[config.mk]
export PLATFORM = sky130hd
export DESIGN_NAME = hazard_ctrl
export DESIGN_NICKNAME = d
export VERILOG_FILES = /design/src/rtl/hazard_ctrl_pkg.sv /design/src/rtl/hazard_perf_cnt.sv /design/src/rtl/hazard_ctrl.sv
export SDC_FILE = /design/constraint.sdc
export NUM_CORES = 1
export LEC_CHECK = 0
export CORE_AREA = 3 3 40 42
export CTS_CLUSTER_SIZE = 30
export DETAILED_ROUTE_END_ITERATION = 10
export DIE_AREA = 0 0 43 45
export GPL_ROUTABILITY_DRIVEN = 0
export SYNTH_ARGS = -nofsm -noshare
export SYNTH_HDL_FRONTEND = slang
export SYNTH_SLANG_ARGS = --single-unit
[constraint.sdc]
create_clock -name clk -period 1.14 [get_ports clk]
set_clock_uncertainty 0.05 [all_clocks]
set_input_delay 0.228 -clock clk [delete_from_list [all_inputs] [get_ports clk]]
set_output_delay 0.228 -clock clk [all_outputs]
set_load 0.05 [all_outputs]
[src/rtl/hazard_ctrl_pkg.sv]
// hazard_ctrl_pkg
//   Shared definitions for the pipeline-control slice of the RV32I core:
//   - stall/flush FSM state encoding (RUN, MEM_WAIT, REDIR), exposed on
//     hazard_ctrl.ctrl_state for debug
//   - major opcode constants shared with the forwarding and decode units
package hazard_ctrl_pkg;

    // FSM state encoding; the values are visible on the debug port.
    localparam logic [1:0] ST_RUN      = 2'd0;
    localparam logic [1:0] ST_MEM_WAIT = 2'd1;
    localparam logic [1:0] ST_REDIR    = 2'd2;

    // RV32I major opcodes (instr[6:0]).
    typedef enum logic [6:0] {
        OP_RR     = 7'b0110011,
        OP_JAL    = 7'b1101111,
        OP_BRANCH = 7'b1100011,
        OP_LOAD   = 7'b0000011,
        OP_STORE  = 7'b0100011,
        OP_IMM    = 7'b0010011,
        OP_LUI    = 7'b0110111,
        OP_AUIPC  = 7'b0010111,
        OP_JALR   = 7'b1100111
    } opcode_e;

    // True for instructions that reach dmem in the MEM stage.
    function automatic logic is_mem_op(input opcode_e op);
        return (op == OP_LOAD) || (op == OP_STORE);
    endfunction

endpackage

[src/rtl/hazard_perf_cnt.sv]
// hazard_perf_cnt
//   Saturating event counter used for stall/flush statistics.
//   Ports:
//     clk    core clock
//     rst    asynchronous, active-high reset (count -> 0)
//     inc    count one event this cycle
//     count  current value; sticks at all-ones
module hazard_perf_cnt #(
    parameter int W = 32
) (
    input  logic         clk,
    input  logic         rst,
    input  logic         inc,
    output logic [W-1:0] count
);

    logic [W-1:0] count_reg;

    always_ff @(posedge clk or posedge rst) begin
        if (rst) begin
            count_reg <= '0;
        end else if (inc && (count_reg != {W{1'b1}})) begin
            count_reg <= count_reg + 1'b1;
        end
    end

    assign count = count_reg;

endmodule

[src/rtl/hazard_ctrl.sv]
// hazard_ctrl
//   Stall/flush controller for the 5-stage RV32I pipeline. Turns load-use
//   requests, EX-stage redirects and the dmem handshake into per-stage
//   write enables, bubbles and flushes. Outputs are combinational (no added
//   latency); only the FSM state and the redirect flush counter are stored.
//   Priority each cycle: dmem freeze > redirect > load-use > normal.
//
//   Parameters:
//     REDIRECT_FLUSH  extra cycles IF/ID is flushed after a redirect (0..3)
//     CNT_W           width of the optional performance counters
//   Ports:
//     clk, rst                         core clock, async active-high reset
//     load_stall_rs1/rs2               load-use requests from forwarding
//     ex_redirect                      taken branch/JAL/JALR in EX
//     dmem_req, dmem_ready             MEM-stage dmem handshake
//     pc_we, ifid_we, idex_we, exmem_we  stage register write enables
//     ifid_flush, idex_bubble, memwb_bubble  load NOP into that register
//     ctrl_state                       current FSM state (debug)
//   Build option:
//     HAZARD_PERF_EN  adds saturating stall_cycles / flush_cycles counters
module hazard_ctrl
    import hazard_ctrl_pkg::*;
#(
    parameter int REDIRECT_FLUSH = 1,
    parameter int CNT_W          = 32
) (
    input  logic       clk,
    input  logic       rst,
    input  logic       load_stall_rs1,
    input  logic       load_stall_rs2,
    input  logic       ex_redirect,
    input  logic       dmem_req,
    input  logic       dmem_ready,
    output logic       pc_we,
    output logic       ifid_we,
    output logic       ifid_flush,
    output logic       idex_we,
    output logic       idex_bubble,
    output logic       exmem_we,
    output logic       memwb_bubble,
    output logic [1:0] ctrl_state
`ifdef HAZARD_PERF_EN
    ,
    output logic [CNT_W-1:0] stall_cycles,
    output logic [CNT_W-1:0] flush_cycles
`endif
);

    localparam logic [1:0] FLUSH_LOAD = 2'(REDIRECT_FLUSH);

    logic [1:0] state_reg, state_next;
    logic [1:0] cnt_reg, cnt_next;
    logic       ls;
    logic       freeze;

    assign ls     = load_stall_rs1 | load_stall_rs2;
    assign freeze = dmem_req & ~dmem_ready;

    always_ff @(posedge clk or posedge rst) begin
        if (rst) begin
            state_reg <= ST_RUN;
            cnt_reg   <= '0;
        end else begin
            state_reg <= state_next;
            cnt_reg   <= cnt_next;
        end
    end

    always_comb begin
        // Normal flow unless a hazard overrides it below.
        pc_we        = 1'b1;
        ifid_we      = 1'b1;
        ifid_flush   = 1'b0;
        idex_we      = 1'b1;
        idex_bubble  = 1'b0;
        exmem_we     = 1'b1;
        memwb_bubble = 1'b0;
        state_next   = ST_RUN;
        cnt_next     = cnt_reg;

        if (rst) begin
            pc_we        = 1'b0;
            ifid_we      = 1'b0;
            ifid_flush   = 1'b1;
            idex_we      = 1'b0;
            idex_bubble  = 1'b1;
            exmem_we     = 1'b0;
            memwb_bubble = 1'b1;
            cnt_next     = '0;
        end else if (freeze) begin
            // Whole pipe holds; MEM's result is not valid yet, so WB gets a NOP.
            // A pending redirect stays asserted in EX and is taken at release.
            pc_we        = 1'b0;
            ifid_we      = 1'b0;
            idex_we      = 1'b0;
            exmem_we     = 1'b0;
            memwb_bubble = 1'b1;
            state_next   = ST_MEM_WAIT;
        end else if (ex_redirect) begin
            // Wrong-path instructions in IF/ID and ID/EX are squashed, so a
            // load-use request from them is meaningless and ignored.
            ifid_flush  = 1'b1;
            idex_bubble = 1'b1;
            cnt_next    = FLUSH_LOAD;
            state_next  = (REDIRECT_FLUSH > 0) ? ST_REDIR : ST_RUN;
        end else if (state_reg == ST_REDIR) begin
            // Instruction memory still returning wrong-path fetches.
            ifid_flush = 1'b1;
            if (cnt_reg <= 2'd1) begin
                cnt_next   = '0;
                state_next = ST_RUN;
            end else begin
                cnt_next   = cnt_reg - 2'd1;
                state_next = ST_REDIR;
            end
        end else if (ls) begin
            // Hold PC and IF/ID, insert one bubble behind the load.
            pc_we       = 1'b0;
            ifid_we     = 1'b0;
            idex_bubble = 1'b1;
        end
    end

    assign ctrl_state = state_reg;

`ifdef HAZARD_PERF_EN
    hazard_perf_cnt #(.W(CNT_W)) u_stall_cnt (
        .clk   (clk),
        .rst   (rst),
        .inc   (~rst & ~pc_we),
        .count (stall_cycles)
    );

    hazard_perf_cnt #(.W(CNT_W)) u_flush_cnt (
        .clk   (clk),
        .rst   (rst),
        .inc   (~rst & ifid_flush),
        .count (flush_cycles)
    );
`endif

endmodule

Word-level counts from Yosys, hierarchy flattened
Index checks and enable logic that the tools add are counted.
{"block": "totals", "ff_bits": 4, "latch_bits": 0, "mem_bits_rw": 0, "romBits": 0, "output_inout_bits": 9, "word_cells": 39, "memories": 0}
{"block": "classes", "add_sub_neg": 1, "n_mul": 0, "n_div": 0, "n_lt_le_gt_ge": 1, "eq_ne": 2, "n_shift": 0, "mux": 28, "n_bitwise": 3, "reduce_logical": 2}
{"cell": "$mux 2", "count": 10}
{"cell": "$mux 1", "count": 18}
{"cell": "$reduce_bool 3->1", "count": 1}
{"cell": "$eq 2x2->1 const B", "count": 1}
{"cell": "$le 2x1->1 const B", "count": 1}
{"cell": "$ne 2x2->1 const B", "count": 1}
{"cell": "$reduce_and 2->1", "count": 1}
{"cell": "$sub 2x1->2 const B", "count": 1}
{"cell": "$and 1x1->1", "count": 1}
{"cell": "$not 1->1", "count": 1}
{"cell": "$or 1x1->1", "count": 1}

Longest topological paths before layout
{"block": "depth", "depth_word": 6, "depth_mapped": 4}

Worst setup path before layout
No wires, ideal clock.
{"block": "synth_path", "kind": "register -> output", "from": "reg state_reg[1], in the netlist ctrl_state[1]", "to": "out pc_we", "arrival_ns": 2.081, "slack_ns": -1.219, "stages_incl_launch_ff": 5, "path_buffers": 1, "cell_sequence": "dfrtp_1 -> nor2b_1 -> nor2_1 -> a21oi_1 -> buf_4"}
{"block": "synth_between", "elab_chain_len": 5}
{"item": "start: declaration", "line_no": "hazard_ctrl.sv:51", "source": "logic [1:0] state_reg, state_next;"}
{"item": "start signal: assignment", "line_no": "hazard_ctrl.sv:64", "source": "state_reg <= state_next;"}
{"item": "$eq 2x2->1", "line_no": "hazard_ctrl.sv:106", "source": "end else if (state_reg == ST_REDIR) begin"}
{"item": "$mux 1 (4 in series)"}
{"item": "end: declaration", "line_no": "hazard_ctrl.sv:34", "source": "output logic pc_we,"}
No other way between the ends.

Final worst setup path
{"block": "layout_path", "from": "reg state_reg[1], in the netlist ctrl_state[1]", "to": "out idex_bubble"}
{"block": "layout_between", "elab_chain_len": 5}
{"item": "$eq 2x2->1", "line_no": "hazard_ctrl.sv:106"}
{"item": "$mux 1", "line_no": "hazard_ctrl.sv:106"}
{"item": "$mux 1", "line_no": "hazard_ctrl.sv:99", "source": "end else if (ex_redirect) begin"}
{"item": "$mux 1", "line_no": "hazard_ctrl.sv:90", "source": "end else if (freeze) begin"}
{"item": "$mux 1", "line_no": "hazard_ctrl.sv:81", "source": "if (rst) begin"}
{"item": "end: declaration", "line_no": "hazard_ctrl.sv:38", "source": "output logic idex_bubble,"}
No other way between the ends.

==> key figures <==
Routing
  – 1st-iter DRT viols: 3
  – First-pass iteration count of the detailed router: 2
  – DRC violations left: 0
  – Vias after detailed routing: roughly 310
  – Antenna viol nets, final: 0
  – Wire length per cell after detailed routing: 11.4 µm
  – Final WL: 855 µm
  – DR vias/cell: 4.19

Die
  – Initial Util: 18.3%
  – Area inside the core boundary: ~1300 µm²
  – Die Area: approximately 1900 µm²
  – Number of top-level pins: 16
  – Die Wd: 43 µm
  – Num rows: 13
  – Y dimension of the die: 45 µm

STA
  – Final setup violation count: 8
  – Time the worst path needs with I/O delays and setup: 1500 ps
  – Final hold violation count: 0
  – Period utilisation layout: 131%
  – Worst slew margin relative to its limit: between 80 and 90%
  – Setup TNS Final: -1690 ps
  – Unrepaired setup endpoints after global routing: true
  – Worst slew pin tran: ~200 ps
  – Max Transition Viols Final: 0
  – Post-Route Hold Slack: 253 ps
  – Maximum clock frequency: ~670 MHz
  – Slack of the critical path: -358 ps

Setup path
  – Crit-path max FO: 3
  – Worst path arrival time: 1220 ps
  – Reg-to-reg startpoint: ctrl_state[1]
  – Required time at the endpoint of the critical path: between 800 and 900 ps
  – Bufs and invs on worst path: 2
  – Critical Path Slowest Stage Cell: sky130_fd_sc_hd__dfrtp_2
  – End of the worst register-to-register path: cnt_reg[0]
  – Cell class contributing the biggest share of worst-path delay: flip-flops
  – Crit-path max cell delay: 420 ps
  – Chain of cells forming the critical path: buf_6, nand2b_4, a21oi_4, o21ai_4, buf_6
  – Startpoint kind of the worst setup timing path: flip-flop
  – Worst Path Class, Setup: reg2out
  – Number of cells traversed by the worst register-to-register path: 5
  – Endpoint class of the critical path: output pin
  – Most frequent CP cell: sky130_fd_sc_hd__buf_6
  – Slack of the worst reg-to-reg path: -30 ps

Worst hold path
  – Number of cells traversed by the worst hold path: 3
  – Hold endpoint: ctrl_state[0]
  – Origin of the worst min-delay path: rst
  – Tightest Hold Check Type: in2reg

Global route
  – Tot GR Track Use: 11.4%
  – Initial antenna violation count: 0
  – Total congestion overflow: 0
  – Maximum number of pins on one net before global-route repair: 8
  – Number of global-route vias before repair: roughly 340
  – Global-route wire length before repair: 1520 µm

Place
  – Estimated wirelength of the detail-placed design: 633 µm
  – Placed cell area: 621 µm²
  – Number of placed instances, taps included: 66
  – Place WS: -531 ps
  – Port bufs: 15

Yosys
  – Cell type with the highest aggregate area in the netlist: sky130_fd_sc_hd__dfrtp_1
  – Yosys warnings: 0
  – Synth Instances: 28
  – Post-synthesis instance area: about 240 µm²
  – Area contributors post-synth: sky130_fd_sc_hd__dfrtp_1, sky130_fd_sc_hd__a21oi_1, sky130_fd_sc_hd__o21ai_1
  – Top cell type's share of synthesized area: 42.6%
  – Netlist cell types: 15
  – Avg Cell Area, Syn: 8.40 µm²
  – Syn Nets: 35
  – Seq/Total Area, Yosys: 42.6%
  – Synth Register Bits: 4

Finish
  – N_diodes: 0
  – Number of nets in the layout: 69
  – Filler Cells Inserted: 114
  – Most frequent standard cell in the layout excluding fill and tap cells: sky130_fd_sc_hd__buf_12
  – Share of layout cells above drive strength 1: 78.3%
  – Finished Cell Area: 743 µm²
  – Share of the core filled with cells in the final layout: 57.8%
  – Final Instance Count excl. Fillers: 75
  – Most used cells in the layout excluding fill and tap cells: sky130_fd_sc_hd__buf_12, sky130_fd_sc_hd__buf_6, sky130_fd_sc_hd__buf_4
  – Layout-stage area growth over the synthesis result: 216%

Outcome
  – Status: finished, violations left
  – Violated checks: setup timing

Clocking
  – Largest buffer count on any clock path: 2
  – CTS sink cnt: 4
  – H-tree Lvls: 1
  – Num CTS Buffers: 3
  – Clock-pin slew of the registers on the worst-case setup and hold paths: 40 ps
  – Cell at the root of the clock tree: sky130_fd_sc_hd__clkbuf_4
  – TritonCTS clock tree: done
  – Worst skew pair latency: 230 ps

Power and ir drop
  – Worst ir drop on vdd: 0.000529 V
  – Lkg Pwr: 0.337 nW
  – Power after layout: 0.649 mW
  – Power density over the cells: 873 nW/µm²

Flow run
  – MaxCap Viol Count: 0
[routing by layer]
layer / wire length (µm) / track usage [%] / vias to the layer above
li1: - / - / 158
met3: 44 / 5.98 / 2
met1: 321 / 11.9 / 147
met4: 8 / 5.42 / 0
met2: 481 / 18.9 / 7
met5: 0 / 0 / -
[logic make-up (layout without fill, tap and decap cells)]
group	Yosys count	after routing	synth area share (%)
buf+inv	4	36	9.57
flops	4	4	42.6
simple gates	11	11	28.2
compound gates	9	9	19.7
[where the power goes]
part	switching (mW)	total [mW]	internal, mW
Combinational	0.153	0.318	0.165
Sequential	0.00734	0.157	0.150
Clock	0.0562	0.174	0.118
[how the worst max path moves through the flow]
stage / startpoint / endpoint / slack, ps / cells past startpoint
after detailed placement: load_stall_rs2 / idex_bubble / -530 / 5
final: ctrl_state[1] / idex_bubble / -360 / 5
after global placement: load_stall_rs2 / idex_bubble / -520 / 5
after floorplan: ctrl_state[1] / pc_we / -480 / 4
after global routing: ctrl_state[1] / idex_bubble / -420 / 5
after CTS: ctrl_state[0] / ifid_we / -380 / 4
[final cells by class]
class	count	area [µm²]	area share [%]
Timing Repair Buffer	31	380	51.2
Multi-Input combinational cell	20	205	27.6
Sequential cell	4	103	13.8
Clock buffer	3	22.5	3.03
Tap cell	15	18.8	2.53
Inverter	2	13.8	1.85
[cell usage after synthesis, drive strengths merged]
cell,number
nor2b,1
o21ai,4
and2b,1
nand2b,2
o22ai,1
inv,2
nor2,3
nand2,1
or2,1
a21oi,4
buf,2
dfrtp,4
nor3b,1
and3,1
[worst min-delay path, stage by stage]
cell and delay (ps):
sky130_fd_sc_hd__buf_2 110, sky130_fd_sc_hd__buf_4 110, sky130_fd_sc_hd__nor2_1 50
[what timing repair did]
item	CTS	global route
resized for setup	26	6
hold buffers	0	1
setup buffers	5	2
endpoints found under the hold margin	0	4
pin swaps	10	9
endpoints found under the setup margin	11	11
gates cloned	0	0
Note: power is estimated with default switching activity, not from simulation.
